<file path="config.mk">
export PLATFORM = sky130hd
export DESIGN_NAME = sweep_counter
export DESIGN_NICKNAME = d
export VERILOG_FILES = /design/src/rtl/sweep_counter.sv
export SDC_FILE = /design/constraint.sdc
export NUM_CORES = 1
export LEC_CHECK = 0
export CAP_MARGIN = 20
export CORE_MARGIN = 5
export CORE_UTILIZATION = 40
export DETAILED_ROUTE_END_ITERATION = 12
export GPL_ROUTABILITY_DRIVEN = 0
export MAX_ROUTING_LAYER = met4
export SLEW_MARGIN = 20
export SYNTH_ARGS = -nofsm -noshare
export SYNTH_HDL_FRONTEND = slang
export SYNTH_SLANG_ARGS = --single-unit
</file>
<file path="constraint.sdc">
create_clock -name CLK -period 2.9 [get_ports CLK]
set_clock_uncertainty 0.05 [all_clocks]
set_input_delay 0.87 -clock CLK [delete_from_list [all_inputs] [get_ports CLK]]
set_output_delay 0.87 -clock CLK [all_outputs]
set_load 0.005 [all_outputs]
</file>
<file path="src/rtl/sweep_counter.sv">
// Sweep counter: counts 0..lim_q once or repeatedly while VS is high,
// with pause/hold, a terminal-count DONE pulse and a saturating sweep tally.
module sweep_counter #(
  parameter int WIDTH  = 12,
  parameter int WRAP_W = 8
) (
  input  logic              CLK,
  input  logic              RST,
  input  logic              VS,
  input  logic              PAUSE,
  input  logic              MODE,
  input  logic [WIDTH-1:0]  LIMIT,
  output logic              CNT_D,
  output logic [WIDTH-1:0]  COUNT,
  output logic              DONE,
  output logic [WRAP_W-1:0] WRAPS
);

  typedef enum logic [1:0] {IDLE, RUN, HOLD, FIN} state_t;

  state_t             r_state;
  logic [WIDTH-1:0]   r_lim;
  logic               r_mode;
  logic [WIDTH-1:0]   r_count;
  logic               r_cnt_d;
  logic               r_done;
  logic [WRAP_W-1:0]  r_wraps;

  logic               w_term;
  logic [WRAP_W-1:0]  w_wraps_inc;

  assign w_term      = (r_count == r_lim);
  assign w_wraps_inc = (r_wraps == {WRAP_W{1'b1}}) ? r_wraps : r_wraps + WRAP_W'(1);

  always_ff @(posedge CLK) begin
    if (RST) begin
      r_state <= IDLE;
      r_lim   <= {WIDTH{1'b1}};
      r_mode  <= 1'b0;
      r_count <= '0;
      r_cnt_d <= 1'b0;
      r_done  <= 1'b0;
      r_wraps <= '0;
    end else if (!VS) begin
      // Dropping VS aborts from any state, ahead of pause or terminal count
      r_state <= IDLE;
      r_count <= '0;
      r_cnt_d <= 1'b0;
      r_done  <= 1'b0;
      r_wraps <= '0;
    end else begin
      case (r_state)
        IDLE: begin
          r_state <= RUN;
          r_lim   <= (LIMIT == '0) ? {WIDTH{1'b1}} : LIMIT;
          r_mode  <= MODE;
          r_count <= '0;
          r_cnt_d <= 1'b1;
          r_done  <= 1'b0;
          r_wraps <= '0;
        end
        RUN: begin
          r_done <= 1'b0;
          if (PAUSE) begin
            r_state <= HOLD;
            r_cnt_d <= 1'b0;
          end else if (w_term) begin
            r_done  <= 1'b1;
            r_wraps <= w_wraps_inc;
            if (r_mode) begin
              r_count <= '0;
              r_cnt_d <= 1'b1;
            end else begin
              r_state <= FIN;
              r_cnt_d <= 1'b0;
            end
          end else begin
            r_count <= r_count + WIDTH'(1);
            r_cnt_d <= 1'b1;
          end
        end
        HOLD: begin
          r_done <= 1'b0;
          if (!PAUSE) begin
            r_state <= RUN;
            r_cnt_d <= 1'b1;
          end
        end
        FIN: begin
          r_done <= 1'b0;
        end
        default: begin
          r_state <= IDLE;
          r_count <= '0;
          r_cnt_d <= 1'b0;
          r_done  <= 1'b0;
          r_wraps <= '0;
        end
      endcase
    end
  end

  assign CNT_D = r_cnt_d;
  assign COUNT = r_count;
  assign DONE  = r_done;
  assign WRAPS = r_wraps;

endmodule

</file>
== After elaboration in Yosys (flattened, before gate mapping) ==
Cells that the tools add are included.

* Register bits: 37
* Output and inout bits: 22
* Logic and storage cells: 55

* Add/sub/neg operators: 2
* Eq/ne operators: 12
* Muxes and demuxes: 22
* Bitwise gates (word level): 1
* Reductions and logical operators: 11

{| class="wikitable"
|+ Operators by type and width
! cell !! number
|-
| 2-to-1 mux 12 bit || 4
|-
| 2-to-1 mux 8 bit || 3
|-
| one-hot mux 12 bit (2 select lines) || 1
|-
| one-hot mux 8 bit (2 select lines) || 1
|-
| adder 12 x 1 -> 12 bit (second input constant) || 1
|-
| == test 12 bit || 1
|-
| logical NOT 12 bit || 1
|-
| inequality test 3 bit (second input constant) || 3
|-
| adder 8 x 1 -> 8 bit (second input constant) || 1
|-
| == test 8 bit (second input constant) || 1
|-
| 2-to-1 mux 2 bit || 4
|-
| inequality test 2 bit (second input constant) || 4
|-
| AND reduction 4 bit || 2
|-
| 2-to-1 mux 1 bit || 6
|-
| one-hot mux 2 bit (3 select lines) || 1
|-
| == test 2 bit (second input constant) || 2
|-
| AND reduction 2 bit || 2
|-
| one-hot mux 1 bit (3 select lines) || 1
|-
| AND reduction 3 bit || 1
|-
| nonzero test 3 bit || 1
|-
| OR reduction 3 bit || 1
|-
| == test 2 x 1 -> 1 bit (second input constant) || 1
|-
| logical NOT 2 bit || 1
|-
| one-hot mux 1 bit (2 select lines) || 1
|-
| other kinds (3) || 3
|}

== Logic depth before layout (Yosys ltp) ==
Gate-level depths: netlist (run 1).

* Depth in word-level cells: 5
* Depth in mapped cells: 7
* Depth with buffers taken out: 6

== Least setup slack after synthesis (run 1) ==
OpenSTA, ideal clock, no wires.

* Path type: in2reg
* Start: input port PAUSE
* End: register r_wraps[7] (netlist: WRAPS[7])
* Arrival time: 2.074 ns
* Required time: 2.727 ns
* Slack: 0.653 ns
* Stages on the path: 4
* Path through: a211o_1 > nor4_4 > nand4_1 > mux2_1

* Cells in the longest elaborated chain, start to end: 2

{| class="wikitable"
|+ RTL lines
! what !! RTL line !! text
|-
| start, declared || 10 || <nowiki>input logic PAUSE,</nowiki>
|-
| inequality test 2 bit (no line) || -- ||
|-
| AND reduction 4 bit (no line) || -- ||
|-
| end signal, assigned || 69 || <nowiki>r_wraps <= w_wraps_inc;</nowiki>
|-
| end, declared || 27 || <nowiki>logic [WRAP_W-1:0] r_wraps;</nowiki>
|}

No other way between the ends.
A chain may end at the register's enable or synchronous reset.

== Worst setup path in the final report (run 1) ==
* Start: input port PAUSE
* End: register r_wraps[2] (netlist: WRAPS[2])

The elaborated chain is that of the path after synthesis.

==> flow_summary.yaml, run 1 <==
timing:
  fin_ws_ps: 584.7
  tns_ps: 0
  rsz0062_at_grt: "false"
  fin_crit_sh: 0.7984
  setup_viol: 0
  hold_viol: 0
  max_freq_ghz: 0.4319
  drv_slew: 0
  layout_min_cycle_time_ps: 2315
  relSlewSlack: 0.6576
  worst_pin_slew_ps: 508.9
setup_path:
  start_kind: "input pin"
  path_buf_inv: 2
  crit_slowest_cell: "clkdlybuf4s50_1"
  worst-setup-path-type: "in2reg"
  worst_setup_path_end_kind: "flip-flop"
  crit_chain: "clkdlybuf4s50_1 > a211o_1 > nor4_4 > buf_4 > a21oi_1 > a311oi_1"
  reg2reg_slack_ps: 600
  cp_top_family: "compound AO/OA/AOI/OAI gates"
  arrival_ps: 2470
  cpPeakStageDelay_ps: 420
  critPathRequiredTime_ps: 3050
  crit_fanout: 8
synthesis:
  syn_avg_cell_area_sq_um: 8.589
  ys.flop_type: "dfxtp_1"
  ys_seq_elements: 37
  yosysSeqAreaShare: 0.3902
  synthArstFlopShare: 0
  yosys_warnings: 0
  yosysUniqueCellTypes: 43
  synth_nets: 240
  synthCells: 221
  synth-edff-count: 0
  synth.cell_area_sq_um: 1898
pwr:
  finalPower_uw: 974.2
  pwr-share-clk: 0.356
  p_int_uw: 743.7
  p_leak_nw: 0.8046
  p_comb_frac: 0.096
  p_per_area_nw_per_um2: 400.3
  swShare: 0.2365
  power_switching_uw: 230.4
  seqPwrFrac: 0.548
  ir_drop_uv: 236.3
clock_tree:
  cts-buffers-inserted: 5
  cts_resized: 0
  cts.hold.buffers_added: 0
  cts_sinks: 37
  tritoncts: "built"
  cts-htree-levels: 2
  cts.clk_slew.worst_paths_ps: 70
  clk_latency_ps: 290
  clock-root-buffer: "clkbuf_8"
  ctsLongestPathBuffers: 2
  cts_setup_buffers: 0
detailed_routing:
  dr.pass1.iters: 4
  vias: 1775
  remaining_drc_errors: 0
  ant_nets: 0
  dr.first_iter.drc_count: 124
  wl_per_cell_um: 14.94
  vias_per_cell: 5.547
  wl_mm: 4.782
final_layout:
  diodes: 0
  fin_area_sq_um: 2434
  nets: 284
  area_growth_pct: 28.21
  drive_gt1_frac: 0.05639
global_route:
  grt_pass1_wl_mm: 8.162
  grt.total_usage: 0.1695
  grt_overflow_total: 0
  antenna_found_initial: 0
  grt_pass1_vias: 1630
  grt_max_degree: 21
die:
  die_w_um: 78.89
  dieArea_sq_um: 6223
  ios: 39
  fp-row-count: 25
  coreArea_sq_um: 4661
  die_h_um: 78.89
  floorplan.initialDensity: 0.4072
run:
  maxCapViolations: 0
placement:
  place_ws_ps: 293.2
  post_dp_cell_area_sq_um: 2354
  dpl.hpwl_mm: 3.595
  io_buffers: 38
status:
  outcome: "finished, final reports clean"
worst_hold_path:
  hold_class: "reg2reg"
## layer usage
metal	vias to the layer above	wire (um)	GRT usage
met1	811	2377	0.2344
li1	908	-	-
met2	49	2102	0.2504
met4	0	64	0.05670
met5	-	0	-
met3	7	238	0.03061
## cell type report
type / count / area, sq um
clock buffer: 8 / 80.08
fill: 456 / 2227
timing repair buffer: 46 / 440.4
tap: 54 / 67.56
sequential: 37 / 740.7
inverter: 17 / 63.81
multi-input combinational: 158 / 1041
## synth_stat cells, types with 5 or more instances
cell type	number	area, sq um
o22ai_1	12	75.07
nor4_1	5	31.28
xnor2_1	12	105.1
clkbuf_1	5	18.77
nand4_1	9	56.30
nand2_1	17	63.81
dfxtp_1	37	740.7
nor2_1	10	37.54
a21oi_1	8	40.04
o221ai_1	10	87.58
nand3_1	12	60.06
nand2b_1	16	100.1
inv_1	17	63.81
## through the flow
step / std cells / utilization / hold WS (ps)
detailed placement: 312 / 0.5050 / 454.7
finish: 320 / 0.5221 / 465.3
global placement: 312 / 0.5050 / 452.4
CTS: 320 / 0.5221 / 472.2
floorplan: 221 / - / 433.7
global route: 320 / 0.5221 / 498.1
## worst min-delay path: stages, from the launching register on
cell,delay (ps)
dfxtp_1,340
o22ai_1,90
nand2b_1,60
## power groups by stage
| stage | sequential [mW] | combinational (mW) | clock (mW) |
|---|---|---|---|
| floorplan | 0.540 | 0.0547 | 0 |
| global placement | 0.545 | 0.0944 | 0 |
| detailed placement | 0.545 | 0.0944 | 0 |
| CTS | 0.534 | 0.0949 | 0.359 |
| global route | 0.535 | 0.105 | 0.381 |
| finish | 0.533 | 0.0939 | 0.347 |
## placed cells by master (no fill, tap or decap), drive strengths merged, types with 3 or more instances in the layout
cell type,instances
clkdlybuf4s50,38
dfxtp,37
inv,17
nand2,17
nand2b,16
xnor2,12
nand3,12
o22ai,12
nor2,10
o221ai,10
nand4,9
a21oi,8
buf,8
clkbuf,8
nor4,6
o21ai,5
and3,3
and2,3
or3,3
## cell families (layout without fill, tap and decap cells)
kind of cell    Yosys count  in the layout  synth area share
flops                    37             37            0.3902
fa+ha+maj                 2              2           0.01318
mux                       4              4           0.02241
simple gates             89             89            0.2643
buf+inv                  26             71           0.06130
compound gates           50             50            0.1885
xor+xnor                 13             13           0.05999
## final timing paths
kind                  from  depth (start not counted)       end
hold / removal    r_lim[0]                          2  r_lim[0]
setup / recovery     PAUSE                          6  WRAPS[2]
hold reg to reg   r_lim[0]                          2  r_lim[0]
setup reg to reg  COUNT[3]                          6  COUNT[5]
## state kept, by name, summed over array words and instances (netlist names)
register and flops:
r_mode 1, DONE 1, CNT_D 1, r_state 2
r_lim 12, COUNT 12, WRAPS 8
No activity file was read; power rests on OpenSTA's default activity.
==> run 2: changes to the inputs <==
- clock period: 2.9 -> 2.3 ns (I/O delays scaled with it)
==> flow_summary.yaml, run 2 (synthesized netlist as in run 1, its figures left out) <==
status:
  outcome: "finished, final reports clean"
setup_path:
  worst_setup_path_end_kind: "flip-flop"
  worst-setup-path-type: "in2reg"
  start_kind: "input pin"
  reg2regPathDepth: 7
  crit_slowest_cell: "clkdlybuf4s50_1"
  cpPeakStageDelay_ps: 430
  critPathRequiredTime_ps: 2450
  crit_chain: "clkdlybuf4s50_1 > a211o_1 > nor4_4 > buf_4 > a21oi_1 > a311oi_1"
  arrival_ps: 2250
  crit_fanout: 8
detailed_routing:
  dr.pass1.iters: 4
  wl_per_cell_um: 14.34
  vias_per_cell: 5.396
  vias: 1840
  dr.first_iter.drc_count: 129
  ant_nets: 0
  wl_met2_mm: 2.082
  drt-met1-wl_mm: 2.511
  highest_layer: "met4"
  remaining_drc_errors: 0
  wl_mm: 4.891
  dr_wl_met3_um: 256
timing:
  fin_crit_sh: 0.9152
  hold_viol: 0
  layout_min_cycle_time_ps: 2105
  max_freq_ghz: 0.4751
  setup_viol: 0
  relSlewSlack: 0.6262
  fin_ws_ps: 195.1
  tns_ps: 0
  whs_ps: 470.7
  rsz0062_at_grt: "false"
  drv_slew: 0
  worst_pin_slew_ps: 555.6
placement:
  place_ws_ps: -87.94
  placedCellCount: 334
  post_dp_cell_area_sq_um: 2531
  io_buffers: 38
  dpl.hpwl_mm: 3.795
final_layout:
  layout_common_cells: "clkdlybuf4s50_1 (38), dfxtp_1 (37), buf_4 (29)"
  drive_gt1_frac: 0.1324
  instances_no_fill: 341
  diodes: 0
  regArea_sq_um: 740.7
  utilization: 0.5616
  nets: 306
  nFillCells: 457
  area_growth_pct: 37.90
  fin_area_sq_um: 2618
  multiInputGateArea_sq_um: 1041
  mostFrequentLayoutCell: "clkdlybuf4s50_1"
die:
  ios: 39
  fp-row-count: 25
  die_w_um: 78.89
  dieArea_sq_um: 6223
  floorplan.initialDensity: 0.4072
  die_h_um: 78.89
  coreArea_sq_um: 4661
global_route:
  grt_overflow_total: 0
  grt_max_degree: 20
  grt_pass1_wl_mm: 8.328
  grt_pass1_vias: 1736
  antenna_found_initial: 0
  grt.total_usage: 0.1742
pwr:
  p_int_uw: 967.0
  ir_drop_uv: 287.8
  finalPower_mw: 1.261
  p_per_area_nw_per_um2: 481.9
  p_comb_frac: 0.104
  seqPwrFrac: 0.530
  pwr-share-clk: 0.366
  power_switching_uw: 294.4
  swShare: 0.2334
  p_leak_nw: 0.9267
clock_tree:
  tritoncts: "built"
  clock-root-buffer: "clkbuf_8"
  ctsLongestPathBuffers: 2
  cts_sinks: 37
  cts-buffers-inserted: 5
  cts_setup_buffers: 0
  cts.hold.buffers_added: 0
  cts_resized: 0
  cts-htree-levels: 2
  clk_latency_ps: 280
  cts.clk_slew.worst_paths_ps: 70
worst_hold_path:
  hold_class: "reg2reg"
  hold_depth: 2
run:
  maxCapViolations: 0
run 2: cell types whose count changed in the layout (fill, tap and decap cells not counted), sizes merged:
cell and change:
buf +22, clkbuf -1
run 2: routing by layer:
layer / vias to the layer above / track usage
met5: - / -
met4: 0 / 0.04296
met3: 7 / 0.04082
met2: 46 / 0.2547
met1: 832 / 0.2439
li1: 955 / -
run 2: worst paths after layout:
path	start	to	slack, ps
worst max-delay path	PAUSE	WRAPS[2]	200
worst min-delay path	r_lim[4]	r_lim[4]	470
worst max register to register	WRAPS[0]	WRAPS[2]	210
worst min register to register	r_lim[4]	r_lim[4]	470
run 2: power groups by stage:
stage          Clock, mW  Combinational (mW)  Sequential [mW]
2_1_floorplan          0              0.0690            0.681
5_1_grt            0.508               0.144            0.670
3_3_place_gp           0               0.131            0.683
3_5_place_dp           0               0.132            0.684
6_report           0.461               0.131            0.669
4_1_cts            0.472               0.132            0.669
run 2: layout make-up:
| cell class | instances | area share |
|---|---|---|
| Tap cell | 54 | 0.02581 |
| Multi-Input combinational cell | 158 | 0.3977 |
| Timing Repair Buffer | 68 | 0.2361 |
| Sequential cell | 37 | 0.2830 |
| Clock buffer | 7 | 0.03298 |
| Inverter | 17 | 0.02438 |
run 2: worst max-delay path: cells and delay by family:
kind	cells	cell delay, ps
simple gates	1	330
compound gates	3	600
buf+inv	2	630
